[src/rtl/imem_loader.sv]
// Boot-time instruction memory loader: receives a length-prefixed, XOR-checksummed
// byte frame, writes big-endian words to the imem write port and holds the core in reset.
module imem_loader #(
    parameter int DEPTH = 64,
    parameter int AW    = 6
) (
    input  logic          clk,
    input  logic          reset_n,
    input  logic          start,
    input  logic          rx_valid,
    input  logic [7:0]    rx_data,
    output logic          rx_ready,
    output logic          imem_we,
    output logic [AW-1:0] imem_waddr,
    output logic [31:0]   imem_wdata,
    output logic          cpu_reset,
    output logic          busy,
    output logic          done,
    output logic          err
);

    localparam int LW = $clog2(DEPTH + 1);

    typedef enum logic [2:0] {
        S_IDLE,
        S_LEN,
        S_DATA,
        S_CHECK,
        S_DONE,
        S_ERR
    } state_t;

    state_t        state;
    logic [LW-1:0] len;
    logic [AW-1:0] word_idx;
    logic [1:0]    byte_cnt;
    logic [23:0]   wreg;
    logic [7:0]    acc;

    logic take;
    logic len_bad;
    logic last_word;

    assign take      = rx_valid && rx_ready;
    assign len_bad   = (rx_data == 8'd0) || (int'(rx_data) > DEPTH);
    assign last_word = (int'(word_idx) == int'(len) - 1);

    always_ff @(posedge clk or negedge reset_n) begin
        if (!reset_n) begin
            state      <= S_IDLE;
            len        <= '0;
            word_idx   <= '0;
            byte_cnt   <= '0;
            wreg       <= '0;
            acc        <= '0;
            rx_ready   <= 1'b0;
            imem_we    <= 1'b0;
            imem_waddr <= '0;
            imem_wdata <= '0;
            cpu_reset  <= 1'b1;
            busy       <= 1'b0;
            done       <= 1'b0;
            err        <= 1'b0;
        end else begin
            imem_we <= 1'b0;
            case (state)
                S_IDLE, S_DONE, S_ERR: begin
                    if (start) begin
                        state     <= S_LEN;
                        done      <= 1'b0;
                        err       <= 1'b0;
                        busy      <= 1'b1;
                        cpu_reset <= 1'b1;
                        rx_ready  <= 1'b1;
                        word_idx  <= '0;
                        byte_cnt  <= '0;
                        acc       <= '0;
                    end
                end
                S_LEN: begin
                    if (take) begin
                        if (len_bad) begin
                            state    <= S_ERR;
                            err      <= 1'b1;
                            busy     <= 1'b0;
                            rx_ready <= 1'b0;
                        end else begin
                            len   <= LW'(rx_data);
                            state <= S_DATA;
                        end
                    end
                end
                S_DATA: begin
                    if (take) begin
                        wreg     <= {wreg[15:0], rx_data};
                        acc      <= acc ^ rx_data;
                        byte_cnt <= byte_cnt + 2'd1;
                        // The fourth byte completes the word directly from the shift register.
                        if (byte_cnt == 2'd3) begin
                            imem_we    <= 1'b1;
                            imem_waddr <= word_idx;
                            imem_wdata <= {wreg, rx_data};
                            word_idx   <= word_idx + 1'b1;
                            if (last_word) begin
                                state <= S_CHECK;
                            end
                        end
                    end
                end
                S_CHECK: begin
                    if (take) begin
                        rx_ready <= 1'b0;
                        busy     <= 1'b0;
                        if (rx_data == acc) begin
                            state     <= S_DONE;
                            done      <= 1'b1;
                            cpu_reset <= 1'b0;
                        end else begin
                            state <= S_ERR;
                            err   <= 1'b1;
                        end
                    end
                end
                default: state <= S_IDLE;
            endcase
        end
    end

endmodule

[config.mk]
export PLATFORM = sky130hd
export DESIGN_NAME = imem_loader
export DESIGN_NICKNAME = d
export VERILOG_FILES = /design/src/rtl/imem_loader.sv
export SDC_FILE = /design/constraint.sdc
export NUM_CORES = 1
export LEC_CHECK = 0
export ABC_AREA = 1
export CAP_MARGIN = 20
export CORE_ASPECT_RATIO = 1.75
export CORE_MARGIN = 4
export CORE_UTILIZATION = 35
export CTS_CLUSTER_DIAMETER = 80
export DETAILED_ROUTE_END_ITERATION = 8
export SYNTH_ARGS = -nofsm -noshare
export SYNTH_HDL_FRONTEND = slang
export SYNTH_SLANG_ARGS = --single-unit
[constraint.sdc]
create_clock -name clk -period 1.85 [get_ports clk]
set_input_delay 0.185 -clock clk [delete_from_list [all_inputs] [get_ports clk]]
set_output_delay 0.185 -clock clk [all_outputs]
set_load 0.02 [all_outputs]
; Word level (Yosys, flattened, before mapping)
; Cells that the tools add are included.
[totals]
register_bits = 93
in_bits = 12
out_inout_bits = 44
word_cells = 92
[op_classes]
n_addsub = 3
magnitude_cmp = 1
n_eq_ne = 17
muxes = 39
bitwise_logic = 2
n_reduce_logical = 17
[ops]
columns = op, count
row1 = $mux 3, 7
row2 = $mux 6, 3
row3 = $ne 2x2->1 const B, 9
row4 = $mux 1, 17
row5 = $mux 8, 2
row6 = $pmux 8 s2, 1
row7 = $pmux 3 s4, 1
row8 = $pmux 6 s2, 1
row9 = $reduce_and 6->1, 2
row10 = $reduce_and 3->1, 3
row11 = $eq 7x8->1, 1
row12 = $eq 8x8->1, 1
row13 = $gt 8x7->1 const B, 1
row14 = $logic_not 8->1, 1
row15 = $reduce_and 4->1, 2
row16 = $sub 7x1->8 const B, 1
row17 = $xor 8x8->8, 1
row18 = $add 6x1->6 const B, 1
row19 = $eq 3x2->1 const B, 2
row20 = $eq 3x3->1 const B, 2
row21 = $pmux 1 s3, 2
row22 = $reduce_and 5->1, 1
row23 = $mux 2, 2
row24 = $pmux 1 s2, 2
row25 = other kinds (12), 13

; Logic depth before layout (Yosys ltp)
; Gate-level depths: netlist (run 1).
[logic_depth]
ltp_word = 6
ltp_mapped = 13
ltp_nobuf = 13

; Worst setup path after synthesis (run 1)
; OpenSTA, ideal clock, no wires.
[synth_path]
kind = reg2reg
startpoint = register len[0]
endpoint = register state[2]
setup_ns = 0.117
t_arrival_ns = 1.403
required_time_ns = 1.733
path_slack_ns = 0.330
path_stages_with_launch = 14
path_buffers = 0
period_less_slack_ns = 1.520
cell_sequence = dfrtp_1 > inv_1 > ha_1 > inv_1 > nor2_1 > nand3_1 > nand2_1 > nand2_1 > nor2_1 > nand3_1 > nand2_1 > nand2_1 > nand2_1 > nand2_1
[synth_via]
elab_chain_len = 4
[synth_lines]
columns = item, line
row1 = "start, declared", 34  ; logic [LW-1:0] len;
row2 = "start signal, assigned", 88  ; len <= LW'(rx_data);
row3 = $sub 7x1->8, 46  ; assign last_word = (int'(word_idx) == int'(len) - 1);
row4 = $eq 7x8->1, 46
row5 = $ne 2x2->1 (no source line), n/a
row6 = $reduce_and 6->1 (no source line), n/a
row7 = "end signal, assigned", 50  ; state <= S_IDLE;
row8 = "end signal, assigned", 69  ; state <= S_LEN;
row9 = "end signal, assigned", 83  ; state <= S_ERR;
row10 = "end, declared", 33  ; state_t state;
; Every way passes these cells.
; A chain may end at the register's enable or synchronous reset.

; Final worst setup path (run 1)
[layout_path]
startpoint = register state[2]
endpoint = register imem_wdata[22]
[layout_via]
elab_chain_len = 2
[layout_lines]
columns = item, line
row1 = $eq 3x2->1, 66  ; case (state)
row2 = $reduce_and 3->1 (no source line), n/a
row3 = "end signal, assigned", 102  ; imem_wdata <= {wreg, rx_data};
row4 = "end, declared", 15  ; output logic [31:0] imem_wdata,
; Every way passes these cells.

==> results of run 1 <==
[metal layers]
layer,up-vias,global-route usage,part of all wire
li1,1642,-,-
met1,1570,0.176,0.41
met2,71,0.268,0.51
met3,28,0.0229,0.026
met4,0,0.0959,0.045
met5,-,0,0
[per-stage QoR]
stage / cells / instance area (um^2)
final: 690 / 5300
after global routing: 690 / 5300
after global placement: 668 / 4920
after CTS: 687 / 5240
after floorplan: 475 / 4100
after detailed placement: 668 / 4920
[cell usage in the layout, fill, tap and decap left out, types with 2 or more instances in the layout]
cell type	instances
nand2_1	143
dfrtp_1	91
o21ai_0	54
clkdlybuf4s50_1	54
inv_1	52
o21ai_1	33
nor2_1	23
buf_4	22
nand3_1	15
clkbuf_16	9
a21oi_1	7
xnor2_1	7
nor2_4	5
nand2_2	4
buf_12	4
nand4_1	3
xor2_1	3
inv_2	2
nor2_2	2
nor3_1	2
ha_1	2
clkbuf_1	2
clkinvlp_4	2
[final timing paths]
check,to,start,slack [ns]
worst max-delay path,imem_wdata[22],state[2],0.14
worst min-delay path,done,reset_n,0.35
worst max register to register,imem_wdata[22],state[2],0.14
worst min register to register,cpu_reset,cpu_reset,0.46
max in group asynchronous,wreg[23],reset_n,0.86
min in group clk,cpu_reset,cpu_reset,0.46
[repair_timing]
action                                  CTS  global route
endpoints found under the setup margin    2            35
hold endpoints to repair                 33             0
buffers inserted                          2             3
pin swaps                                 1             5
gates resized for setup                   1            10
hold buffers                              1             0
[sequential cells by signal, summed over array words and instances, names as in the netlist]
signal,flops
err,1
imem_we,1
wreg,24
imem_waddr,6
len,7
acc,8
imem_wdata,32
cpu_reset,1
busy,1
done,1
state,3
byte_cnt,2
word_idx,6
[cell type report]
| class | count | area [um^2] | share of cell area |
|---|---|---|---|
| Clock inverter | 5 | 58.8 | 0.0111 |
| Timing Repair Buffer | 81 | 796 | 0.150 |
| Sequential cell | 93 | 2330 | 0.440 |
| Clock buffer | 11 | 233 | 0.0440 |
| Tap cell | 135 | 169 | 0.0319 |
| Inverter | 56 | 220 | 0.0416 |
| Multi-Input combinational cell | 309 | 1490 | 0.281 |
[power groups by stage]
| stage | Combinational, mW | Sequential [mW] | Clock [mW] |
|---|---|---|---|
| 4_1_cts | 3.04 | 3.18 | 1.87 |
| 2_1_floorplan | 1.45 | 3.49 | 0 |
| 3_3_place_gp | 2.89 | 3.19 | 0 |
| 5_1_grt | 3.45 | 3.26 | 1.95 |
| 6_report | 3.10 | 3.17 | 1.82 |
| 3_5_place_dp | 2.97 | 3.20 | 0 |
[kinds of logic after synthesis]
family | after synthesis | share of synthesized area
buffers and inverters | 73 | 0.0766
AOI/OAI and AO/OA | 95 | 0.117
xor gates and xnor gates | 10 | 0.0214
DFF | 93 | 0.568
and+or+nand+nor | 201 | 0.208
adders and majority gates | 3 | 0.00916
==> flow_metrics.tcl, run 1 <==
set metrics [dict create \
    outcome "completed" \
    cp.arrival_ns 1.97 \
    final_nets 565 \
    tns_ns 0 \
    io_buffers 55 \
    finalPower_mw 8.09 \
    fin_worst_skew_ns 0.00692 \
    dp_hpwl_mm 7.56 \
    worst-path-stages 10 \
    fill_cells 1104 \
    drt_drc_violations_left 0 \
    vdd_drop_max_mv 0.638 \
    combPwrFrac 0.383 \
    worst_pin_slew_ns 0.505 \
    leakage_nw 2.54 \
    synth_top_area_frac 0.562 \
    cp_data_required_time_ns 2.11 \
    timing.hold.ws_ns 0.346 \
    fmax_mhz 586 \
    synth-edff-count 0 \
    rr_worst_depth 10 \
    fp-row-count 52 \
    syn2layout_area_growth_pct 29.2 \
    dieArea_um2 13600 \
    cts_sinks 93 \
    die_y_um 151 \
    slew_violations 0 \
    layout_setup_ws_ns 0.144 \
    syn-cell-area_um2 4100 \
    switching_share 0.369 \
    avgSynthCellArea_um2 8.63 \
    path_delay_family "simple AND/OR/NAND/NOR gates" \
    synth_commonest_cells "145 x nand2_1, 92 x dfrtp_1, 54 x o21ai_0" \
    p_clk_frac 0.225 \
    rsz0062_at_grt "no" \
    slew_headroom 0.664 \
    start_util 0.356 \
    cts_root_buffer "clkbuf_16" \
    vias 3311 \
    finalCriticalPeriod_ns 1.71 \
    synthArstFlopShare 1.00 \
    wl_per_cell_um 14.4 \
    synth_flop_cell "dfrtp_1" \
    cts_max_level 3 \
    p_per_area_nw_per_um2 1530 \
    vias_per_cell 4.80 \
    timing.final.crit_share 0.922 \
    synth_cell_types 28 \
    die_x_um 89.8 \
    path_buf_inv 4 \
    crit_top_cell "nor2_4" \
    synth-warning-count 0 \
    utilization 0.460 \
    drive_gt1_frac 0.110 \
    yosysTopAreaCell "dfrtp_1" \
    ys_seq_area_frac 0.568 \
    routed_wl_mm 9.96 \
    critPathKind "reg -> reg" \
    synth_cells 475 \
    clockBufferDepth 2 \
    syn_nets 490 \
    grt_pass1_wl_mm 16.2 \
    synth_area_leaders "dfrtp_1 56%, nand2_1 13%, o21ai_0 6.6%, inv_1 4.9%, o21ai_1 4.0%" \
    diodes 0 \
    drv_cap 0 \
    grtUsageTotal 0.153 \
    start_kind "flip-flop" \
    hold_viol 0 \
    cpPeakStageDelay_ns 0.45 \
    grt_max_degree 47 \
    drtAntennaViolNets 0 \
    overflow 0 \
    cts.clk_slew.worst_paths_ns 0.07 \
    p_int_mw 5.10 \
    ios 56 \
    cp_max_fo 29 \
    hp-class "in -> async" \
    routabilityCongestion 0.853 \
    numCtsBuffers 9 \
    setup_viol 0 \
    drtIter0Drc 162 \
    antenna_found_initial 0 \
    cts_tree "built" \
    ys_seq_elements 93 \
    grt_pass1_vias 3336 \
    power_frac_seq 0.391 \
    worst_path_max_delay_cell "dfrtp_2" \
    pre_cts_ws_ns -0.0773 \
    core_area_um2 11500 \
    p_sw_mw 2.98 \
    cp-end-kind "flip-flop" \
    yosysMostFrequentCell "nand2_1" \
    crit_chain "inv_1 -> nand2_2 -> nor2_4 -> inv_4 -> nor2_4 -> nor2_8 -> inv_8 -> buf_12 -> nand2_1 -> o21ai_1" \
    clock_latency_ns 0.34 \
    first_pass_iters 4 \
]
(Power assumes the default switching activity.)
==> inputs of run 2 (changes only) <==
Clock period 1.85 ns to 1.4 ns, I/O delays scaled along.
==> flow_metrics.tcl, run 2 (synthesis gave the netlist of run 1 again) <==
set metrics [dict create \
    routed_wl_mm 12.7 \
    grt_pass1_vias 3876 \
    cp_data_required_time_ns 1.64 \
    first_pass_iters 5 \
    slew_headroom 0.696 \
    numCtsBuffers 9 \
    fp-row-count 52 \
    cts_sinks 93 \
    layout_setup_ws_ns -0.342 \
    drt_drc_violations_left 0 \
    start_kind "flip-flop" \
    cts_root_buffer "clkbuf_16" \
    combPwrFrac 0.467 \
    ios 56 \
    critPathKind "reg -> reg" \
    leakage_nw 3.33 \
    path_buf_inv 6 \
    drtIter0Drc 201 \
    p_sw_mw 4.97 \
    wl_met1_mm 4.63 \
    tns_ns -18.18 \
    timing.final.crit_share 1.24 \
    grt_pass1_wl_mm 18.6 \
    reg.largest.list "imem_wdata: 32 flops, wreg: 24 flops, acc: 8 flops" \
    syn2layout_area_growth_pct 63.0 \
    cp.arrival_ns 1.98 \
    finalCriticalPeriod_ns 1.74 \
    overflow 0 \
    startpoint "state[2]" \
    rsz0062_at_grt "yes" \
    start_util 0.356 \
    cts_max_level 3 \
    final_common_cell "dfrtp_1" \
    top_register "imem_wdata" \
    io_buffers 55 \
    drive_gt1_frac 0.428 \
    vias 3774 \
    worst_path_max_delay_cell "dfrtp_2" \
    core_area_um2 11500 \
    diodes 0 \
    wl_met2_mm 7.23 \
    clock_latency_ns 0.35 \
    cp_max_fo 8 \
    clockBufferDepth 2 \
    cpPeakStageDelay_ns 0.43 \
    p_clk_frac 0.191 \
    worst-path-stages 12 \
    grt_max_degree 34 \
    fill_cells 961 \
    path_delay_family "buffers and inverters" \
    routed-wl-met3_um 327 \
    p_per_area_nw_per_um2 1860 \
    crit_chain "inv_2 -> nand2_4 -> nor2_4 -> clkinv_4 -> nor2_4 -> inv_4 -> nor2_8 -> clkinv_8 -> buf_6 -> buf_6 -> nand2_2 -> o21ai_1" \
    outcome "finished, violations left" \
    grtUsageTotal 0.174 \
    cts_tree "built" \
    dp_hpwl_mm 8.02 \
    largest_reg_flops 32 \
    power_frac_seq 0.342 \
    setup_viol 89 \
    die_x_um 89.8 \
    die_y_um 151 \
    top_layer_used "met4" \
    wl_per_cell_um 16.7 \
    fmax_mhz 574 \
    hp-class "in -> async" \
    vias_per_cell 4.94 \
    drtAntennaViolNets 0 \
    layout_common_cells "89 x dfrtp_1, 80 x nand2_1, 51 x nand2_2" \
    antenna_found_initial 0 \
    final_nets 639 \
    violations "negative setup slack" \
    worst_pin_slew_ns 0.452 \
    pre_cts_ws_ns -0.379 \
    vdd_drop_max_mv 0.871 \
    routabilityCongestion 0.847 \
    r2r_start "state[2]" \
    switching_share 0.401 \
    hold_viol 0 \
    dieArea_um2 13600 \
    cp-end-kind "flip-flop" \
    slew_violations 0 \
    fin_worst_skew_ns 0.0103 \
    cts.clk_slew.worst_paths_ns 0.07 \
    p_int_mw 7.43 \
    rr_worst_depth 12 \
    drv_cap 0 \
]
## run 2: per-stage QoR
step                      power [mW]  hold WS [ns]  utilization  cell area (um^2)  instances
after detailed placement        8.72         0.101        0.459              5290        711
final                           12.4         0.276        0.580              6680        764
after CTS                       11.2         0.286        0.508              5850        742
after global routing            13.3         0.296        0.580              6680        764
after global placement          8.59        0.0936        0.459              5290        711
after floorplan                 6.61        -0.156            -              4120        475
## run 2: cell type report
class / count / area (um^2) / share of cell area
Sequential cell: 93 / 2330 / 0.349
Inverter: 56 / 230 / 0.0345
Tap cell: 135 / 169 / 0.0253
Timing Repair Buffer: 154 / 1670 / 0.249
Multi-Input combinational cell: 309 / 1990 / 0.298
Clock buffer: 9 / 225 / 0.0337
Timing Repair inverter: 1 / 11.3 / 0.00169
Clock inverter: 7 / 57.6 / 0.00861
## run 2: final timing paths
kind                                        to  slack (ns)
worst max register to register   imem_wdata[2]       -0.34
worst min-delay path             imem_wdata[7]        0.28
worst max-delay path             imem_wdata[2]       -0.34
min in group clk                     cpu_reset        0.46
worst min register to register       cpu_reset        0.46
max in group asynchronous       imem_wdata[27]        0.62
## run 2: what timing repair did
action	4_1_cts	5_1_grt
pin swaps	14	32
resized for setup	99	193
cloned	3	11
hold endpoints to repair	22	0
setup endpoints to repair	137	93
setup buffers	14	19
hold buffers	1	0
## run 2: power by group through the flow
stage	Combinational (mW)	Clock [mW]	Sequential (mW)
final	5.79	2.37	4.24
after global routing	6.36	2.54	4.36
after CTS	4.66	2.39	4.12
after detailed placement	4.55	0	4.18
after global placement	4.43	0	4.16
after floorplan	1.99	0	4.62
## run 2: per-layer routing
metal	vias to the layer above	global-route usage
met4	0	0.0867
met5	-	0
met3	34	0.0308
met2	76	0.329
li1	1810	-
met1	1854	0.186
